--- config.mk ---
export PLATFORM = sky130hd
export DESIGN_NAME = frame_buffer_writer_flat
export DESIGN_NICKNAME = d
export VERILOG_FILES = /design/src/rtl/fb_pkg.sv /design/src/rtl/fb_if.sv /design/src/rtl/fb_gamma_stage.sv /design/src/rtl/frame_buffer_writer.sv /design/src/flat_wrapper.sv
export SDC_FILE = /design/constraint.sdc
export NUM_CORES = 1
export LEC_CHECK = 0
export BUFFER_PORTS_ARGS = -buffer_cell sky130_fd_sc_hd__buf_4
export CAP_MARGIN = 20
export CORE_MARGIN = 2
export CORE_UTILIZATION = 43
export CTS_CLUSTER_SIZE = 10
export DETAILED_ROUTE_END_ITERATION = 16
export PLACE_DENSITY = 0.68
export SKIP_LAST_GASP = 1
export SLEW_MARGIN = 20
export SYNTH_ARGS = -nofsm -noshare
export SYNTH_HDL_FRONTEND = slang
export SYNTH_SLANG_ARGS = --single-unit
--- constraint.sdc ---
create_clock -name i_clk -period 4.05 [get_ports i_clk]
set_input_delay 0.81 -clock i_clk [delete_from_list [all_inputs] [get_ports i_clk]]
set_output_delay 0.81 -clock i_clk [all_outputs]
set_load 0.03 [all_outputs]
--- src/rtl/fb_pkg.sv ---
// Shared types and the gamma helper for the frame buffer writer.
package fb_pkg;

    typedef enum logic [1:0] {
        FB_IDLE,
        FB_WRITE,
        FB_WAIT_SWAP
    } fb_state_t;

    typedef struct packed {
        logic [7:0] r;
        logic [7:0] g;
        logic [7:0] b;
    } rgb888_t;

    // Square-law gamma: (c*c)>>8, so 255 maps to 254 and 16 maps to 1.
    function automatic logic [7:0] fb_gamma8(input logic [7:0] c);
        logic [15:0] sq;
        sq = 16'(c) * 16'(c);
        return sq[15:8];
    endfunction

endpackage

--- src/rtl/fb_if.sv ---
// Pixel stream into the frame buffer writer: valid/ready handshake plus start-of-frame.
interface fb_if #(
    parameter int unsigned DATA_WIDTH = 24
) ();

    logic                  s_valid;
    logic                  s_ready;
    logic                  s_sof;
    logic [DATA_WIDTH-1:0] s_data;

    modport master (
        output s_valid,
        output s_sof,
        output s_data,
        input  s_ready
    );

    modport slave (
        input  s_valid,
        input  s_sof,
        input  s_data,
        output s_ready
    );

endinterface

--- src/rtl/fb_gamma_stage.sv ---
// One registered stage that squares each RGB channel of a pending RAM write.
// Only compiled when FB_GAMMA_EN is defined.
`ifdef FB_GAMMA_EN
module fb_gamma_stage
    import fb_pkg::*;
#(
    parameter int unsigned ADDR_BITS = 12
) (
    input  logic                 clk,
    input  logic                 rst,
    input  logic                 pix_en,
    input  logic [ADDR_BITS-1:0] pix_addr,
    input  logic [23:0]          pix_data,
    output logic                 wr_en,
    output logic [ADDR_BITS-1:0] wr_addr,
    output logic [23:0]          wr_data
);

    rgb888_t px_in;
    rgb888_t px_sq;

    always_comb begin
        px_in   = pix_data;
        px_sq.r = fb_gamma8(px_in.r);
        px_sq.g = fb_gamma8(px_in.g);
        px_sq.b = fb_gamma8(px_in.b);
    end

    always_ff @(posedge clk or posedge rst) begin
        if (rst) begin
            wr_en   <= 1'b0;
            wr_addr <= '0;
            wr_data <= '0;
        end else begin
            wr_en <= pix_en;
            if (pix_en) begin
                wr_addr <= pix_addr;
                wr_data <= px_sq;
            end
        end
    end

endmodule
`endif

--- src/rtl/frame_buffer_writer.sv ---
// Writes an RGB888 pixel stream into the back bank of a two-bank pixel RAM and swaps banks
// only on the controller's end-of-frame pulse. FB_GAMMA_EN adds a squaring stage (latency 2).
module frame_buffer_writer
    import fb_pkg::*;
#(
    parameter int unsigned MATRIX_COLS = 64,
    parameter int unsigned MATRIX_ROWS = 32,
    parameter int unsigned DATA_WIDTH  = 24,
    parameter int unsigned ADDR_WIDTH  = $clog2(MATRIX_COLS * MATRIX_ROWS)
) (
    input  logic                  i_clk,
    input  logic                  rst,
    fb_if.slave                   pix,
    output logic                  o_wr_en,
    output logic [ADDR_WIDTH:0]   o_wr_addr,
    output logic [DATA_WIDTH-1:0] o_wr_data,
    input  logic                  i_frame_done,
    output logic                  o_rd_bank,
    output logic                  o_sync_err
);

    localparam int unsigned PIXELS = MATRIX_COLS * MATRIX_ROWS;
    localparam int unsigned CNT_W  = ADDR_WIDTH + 1;
    localparam logic [CNT_W-1:0] LAST_IDX = CNT_W'(PIXELS - 1);

    fb_state_t             state_q, state_d;
    logic [CNT_W-1:0]      cnt_q, cnt_d;
    logic                  ready_q, ready_d;
    logic                  sync_err_q, sync_err_d;
    logic                  rd_bank_q, rd_bank_d;
    logic                  wr1_en_q, wr1_en_d;
    logic [ADDR_WIDTH:0]   wr1_addr_q, wr1_addr_d;
    logic [DATA_WIDTH-1:0] wr1_data_q, wr1_data_d;

    logic                  hs;
    logic                  write;
    logic [CNT_W-1:0]      idx;
    logic                  pipe_busy;

    assign hs = pix.s_valid & ready_q;

    always_comb begin
        state_d    = state_q;
        cnt_d      = cnt_q;
        sync_err_d = 1'b0;
        rd_bank_d  = rd_bank_q;
        write      = 1'b0;
        idx        = cnt_q;

        unique case (state_q)
            FB_IDLE: begin
                if (hs) begin
                    if (pix.s_sof) begin
                        write = 1'b1;
                        idx   = '0;
                    end else begin
                        sync_err_d = 1'b1;
                    end
                end
            end
            FB_WRITE: begin
                if (hs) begin
                    write = 1'b1;
                    // An early sof restarts the frame in the same back bank.
                    if (pix.s_sof) begin
                        idx        = '0;
                        sync_err_d = 1'b1;
                    end
                end
            end
            FB_WAIT_SWAP: begin
                if (i_frame_done && !pipe_busy) begin
                    rd_bank_d = ~rd_bank_q;
                    state_d   = FB_IDLE;
                end
            end
            default: state_d = FB_IDLE;
        endcase

        if (write) begin
            if (idx == LAST_IDX) begin
                state_d = FB_WAIT_SWAP;
                cnt_d   = '0;
            end else begin
                state_d = FB_WRITE;
                cnt_d   = idx + 1'b1;
            end
        end

        ready_d    = (state_d != FB_WAIT_SWAP);
        wr1_en_d   = write;
        wr1_addr_d = {~rd_bank_q, idx[ADDR_WIDTH-1:0]};
        wr1_data_d = pix.s_data;
    end

    always_ff @(posedge i_clk or posedge rst) begin
        if (rst) begin
            state_q    <= FB_IDLE;
            cnt_q      <= '0;
            ready_q    <= 1'b0;
            sync_err_q <= 1'b0;
            rd_bank_q  <= 1'b0;
            wr1_en_q   <= 1'b0;
            wr1_addr_q <= '0;
            wr1_data_q <= '0;
        end else begin
            state_q    <= state_d;
            cnt_q      <= cnt_d;
            ready_q    <= ready_d;
            sync_err_q <= sync_err_d;
            rd_bank_q  <= rd_bank_d;
            wr1_en_q   <= wr1_en_d;
            if (wr1_en_d) begin
                wr1_addr_q <= wr1_addr_d;
                wr1_data_q <= wr1_data_d;
            end
        end
    end

    assign pix.s_ready = ready_q;
    assign o_rd_bank   = rd_bank_q;
    assign o_sync_err  = sync_err_q;

`ifdef FB_GAMMA_EN
    fb_gamma_stage #(
        .ADDR_BITS (CNT_W)
    ) u_gamma (
        .clk      (i_clk),
        .rst      (rst),
        .pix_en   (wr1_en_q),
        .pix_addr (wr1_addr_q),
        .pix_data (wr1_data_q),
        .wr_en    (o_wr_en),
        .wr_addr  (o_wr_addr),
        .wr_data  (o_wr_data)
    );

    // Swapping is held off until both stages have flushed into the back bank.
    assign pipe_busy = wr1_en_q | o_wr_en;
`else
    assign o_wr_en   = wr1_en_q;
    assign o_wr_addr = wr1_addr_q;
    assign o_wr_data = wr1_data_q;
    assign pipe_busy = wr1_en_q;
`endif

endmodule

--- src/flat_wrapper.sv ---
// flat-port wrapper written by rule: the top's interface ports become plain ports
module frame_buffer_writer_flat import fb_pkg::*;
#(
    parameter int unsigned MATRIX_COLS = 64,
    parameter int unsigned MATRIX_ROWS = 32,
    parameter int unsigned DATA_WIDTH  = 24,
    parameter int unsigned ADDR_WIDTH  = $clog2(MATRIX_COLS * MATRIX_ROWS)
)
  (i_clk, rst, o_wr_en, o_wr_addr, o_wr_data, i_frame_done, o_rd_bank, o_sync_err, pix_s_valid, pix_s_sof, pix_s_data, pix_s_ready);
  fb_if #(.DATA_WIDTH(DATA_WIDTH)) pix_i ();
  input  logic i_clk;
  input  logic rst;
  output logic o_wr_en;
  output logic [ADDR_WIDTH:0] o_wr_addr;
  output logic [DATA_WIDTH-1:0] o_wr_data;
  input  logic i_frame_done;
  output logic o_rd_bank;
  output logic o_sync_err;
  input wire logic [$bits(pix_i.s_valid)-1:0] pix_s_valid;
  input wire logic [$bits(pix_i.s_sof)-1:0] pix_s_sof;
  input wire logic [$bits(pix_i.s_data)-1:0] pix_s_data;
  output wire logic [$bits(pix_i.s_ready)-1:0] pix_s_ready;
  assign pix_i.s_valid = pix_s_valid;
  assign pix_i.s_sof = pix_s_sof;
  assign pix_i.s_data = pix_s_data;
  assign pix_s_ready = pix_i.s_ready;
  frame_buffer_writer #(.MATRIX_COLS(MATRIX_COLS), .MATRIX_ROWS(MATRIX_ROWS), .DATA_WIDTH(DATA_WIDTH), .ADDR_WIDTH(ADDR_WIDTH)) u_core (.i_clk(i_clk), .rst(rst), .pix(pix_i), .o_wr_en(o_wr_en), .o_wr_addr(o_wr_addr), .o_wr_data(o_wr_data), .i_frame_done(i_frame_done), .o_rd_bank(o_rd_bank), .o_sync_err(o_sync_err));
endmodule
==> flow_metrics.env <==
export IMPL_status="complete, no violations"
export IMPL_routed_via_density=4.84
export IMPL_p_leak_nw=1.52
export IMPL_maxCapViolations=0
export IMPL_netlist_instances=244
export IMPL_cp_max_fo=16
export IMPL_final_cell_mix="nand2_1, buf_4, dfrtp_1, o21ai_0, nor2_1"
export IMPL_clkTransAtPathRegs_ns=0.09
export IMPL_htreeDepth=2
export IMPL_synth_main_ff_cell="dfrtp_1"
export IMPL_postCtsHoldBufs=0
export IMPL_dieHeight_um=77.8
export IMPL_cp_slowest_stage_delay_ns=0.38
export IMPL_end_kind="register"
export IMPL_fin_setup_tns_ns=0
export IMPL_start_util_pct=45.3
export IMPL_rsz0062_at_grt="no"
export IMPL_path_common_cell="buf_4"
export IMPL_grt_pass1_wl_um=8340
export IMPL_hold_path_class="reg2reg"
export IMPL_area_growth_pct=27.0
export IMPL_pre_cts_ws_ns=1.36
export IMPL_cts_buffer_depth=2
export IMPL_power_density_nw_per_um2=440
export IMPL_drt_total_wl_um=4770
export IMPL_final_common_cell="nand2_1"
export IMPL_crit_path_start_kind="primary input"
export IMPL_vias=1841
export IMPL_antenna_found_initial=0
export IMPL_area_sequential_um2=1350
export IMPL_io_pins=69
export IMPL_synth_area_leader_cell="dfrtp_1"
export IMPL_synth_async_sr_flop_share_pct=100
export IMPL_nets=340
export IMPL_slowest_stage="o31ai_4"
export IMPL_dr_pass1_iters=4
export IMPL_critPathKind="in2reg"
export IMPL_tightest_slew_ns=0.741
export IMPL_core_region_area_um2=5170
export IMPL_critPathBufInv=2
export IMPL_post_cts_buffers=0
export IMPL_ys_types=41
export IMPL_finalClockSkew_ns=0.00348
export IMPL_dp_final_hpwl_um=3320
export IMPL_post_synth_top_area_fraction_pct=57.7
export IMPL_setup_viol=0
export IMPL_drc=0
export IMPL_crit_chain="buf_4 -> nand4b_1 -> buf_4 -> and2_1 -> ha_1 -> nand3_1 -> o31ai_4 -> o21ai_1 -> a22o_1"
export IMPL_netlist_area_um2=2340
export IMPL_grt_max_degree=57
export IMPL_cp_required_ns=4.25
export IMPL_fmaxAchievable_ghz=0.422
export IMPL_fin_crit_ns=2.37
export IMPL_post_cts_resized=0
export IMPL_syn_area_per_cell_um2=9.60
export IMPL_route_detailed_wl_per_inst_um=12.6
export IMPL_setup_ws_ns=1.68
export IMPL_rows=26
export IMPL_slew_viol_final=0
export IMPL_cts_buffers=5
export IMPL_arrival_ns=2.57
export IMPL_synth_seq_area_share_pct=57.7
export IMPL_portBuffers=68
export IMPL_drive_gt1_share_pct=28.7
export IMPL_synth_edf_count=0
export IMPL_synth_seq_cells=54
export IMPL_place_congestion=0.788
export IMPL_die_area_um2=6060
export IMPL_slew_headroom_pct=50.5
export IMPL_ir_worst_vdd_v=0.000256
export IMPL_period_share_pct=58.5
export IMPL_finalPower_w=0.00131
export IMPL_grt_total_usage_pct=17.3
export IMPL_ys_warn_count=0
export IMPL_gr_total_overflow=0
export IMPL_antenna_cells=0
export IMPL_grt_pass1_vias=1741
export IMPL_cts_tree="built"
export IMPL_clk_latency_ns=0.30
export IMPL_drt_iter0_drc=80
export IMPL_clockRootBuffer="clkbuf_8"
export IMPL_yosys_top_cells_area="dfrtp_1, nand2_1, o21ai_0, a22o_1, xor2_1"
export IMPL_fp_dieW_um=77.8
export IMPL_ant_nets=0
export IMPL_syn_nets=274
export IMPL_critPathTopFamily="compound AO/OA/AOI/OAI gates"
export IMPL_multi_input_comb_area_um2=910
export IMPL_cts_sinks=54
export IMPL_fill_cells=496
export IMPL_rrSetupSlack_ns=1.87
export IMPL_hold_viol=0
[per-stage QoR]
step / hold WS, ns / area [um^2] / cells / util [%]
3_5_place_dp: 0.463 / 2890 / 373 / 55.9
3_3_place_gp: 0.459 / 2890 / 373 / 55.9
4_1_cts: 0.487 / 2980 / 380 / 57.5
2_1_floorplan: 0.475 / 2340 / 244 / -
6_report: 0.481 / 2980 / 380 / 57.5
5_1_grt: 0.503 / 2980 / 380 / 57.5
[power by group]
group	internal [W]	total, W	leakage, nW	switching, W
sequential	0.000611	0.000667	0.691	0.0000568
clock	0.000120	0.000289	0.0444	0.000169
combinational	0.000134	0.000353	0.786	0.000219
total	0.000864	0.00131	1.52	0.000445
[cells in the mapped netlist, types with 2 or more instances]
library cell,instances
buf_2,3
a22o_1,4
nand4_1,4
clkbuf_1,5
dfrtp_1,54
nand3_1,5
inv_1,4
xor2_1,4
o21ai_0,16
and3_1,2
nor2_1,9
nor3_1,2
nand2_1,99
nand4b_1,2
o21ai_1,2
a21oi_1,3
buf_6,2
[registers in the layout, summed over array words and instances (netlist names)]
register and cells:
u_core.pix.s_ready 1, u_core.o_wr_data 24, u_core.cnt_q 12, u_core.o_wr_addr 12, u_core.o_wr_en 1, u_core.o_rd_bank 1
u_core.state_q 2, u_core.o_sync_err 1
[cells by family after synthesis]
kind of cell	after synthesis	share of synthesized area, %
AOI/OAI and AO/OA	33	9.77
xor gates and xnor gates	4	1.49
adders and majority gates	1	0.534
buffers and inverters	16	3.52
DFF	54	57.7
muxes	2	0.908
and+or+nand+nor	134	26.1
[final timing paths]
| check | from | endpoint | cells after the start |
|---|---|---|---|
| setup / recovery | pix_s_valid | u_core.cnt_q[7] | 9 |
| setup reg to reg | u_core.pix.s_ready | u_core.cnt_q[7] | 8 |
| min in group asynchronous | rst | u_core.o_wr_data[18] | 2 |
| hold reg to reg | u_core.o_wr_data[10] | u_core.o_wr_data[10] | 2 |
| hold / removal | u_core.o_wr_data[10] | u_core.o_wr_data[10] | 2 |
| max in group asynchronous | rst | u_core.o_wr_addr[4] | 3 |
[worst register-to-register path: cells and delay by family, from the launching register on]
family | cells | cell delay [ns]
and+or+nand+nor | 3 | 0.51
AOI/OAI and AO/OA | 3 | 0.71
buffers and inverters | 1 | 0.23
adders and majority gates | 1 | 0.21
DFF | 1 | 0.42
[layer usage]
layer,track usage (%),vias up,routed length [um]
met5,0,-,0
met1,22.5,862,2130
met4,5.89,0,73
li1,-,931,-
met3,4.65,7,251
met2,28.0,41,2320
[layout make-up]
class | instances | share of cell area [%]
clock buffers | 5 | 2.31
flip-flops and latches | 54 | 45.4
clock inverters | 2 | 0.463
repair buffers | 70 | 17.7
inverters | 5 | 0.631
well taps | 70 | 2.94
multi-input cells | 174 | 30.6
No activity file was read; power rests on OpenSTA's default activity.
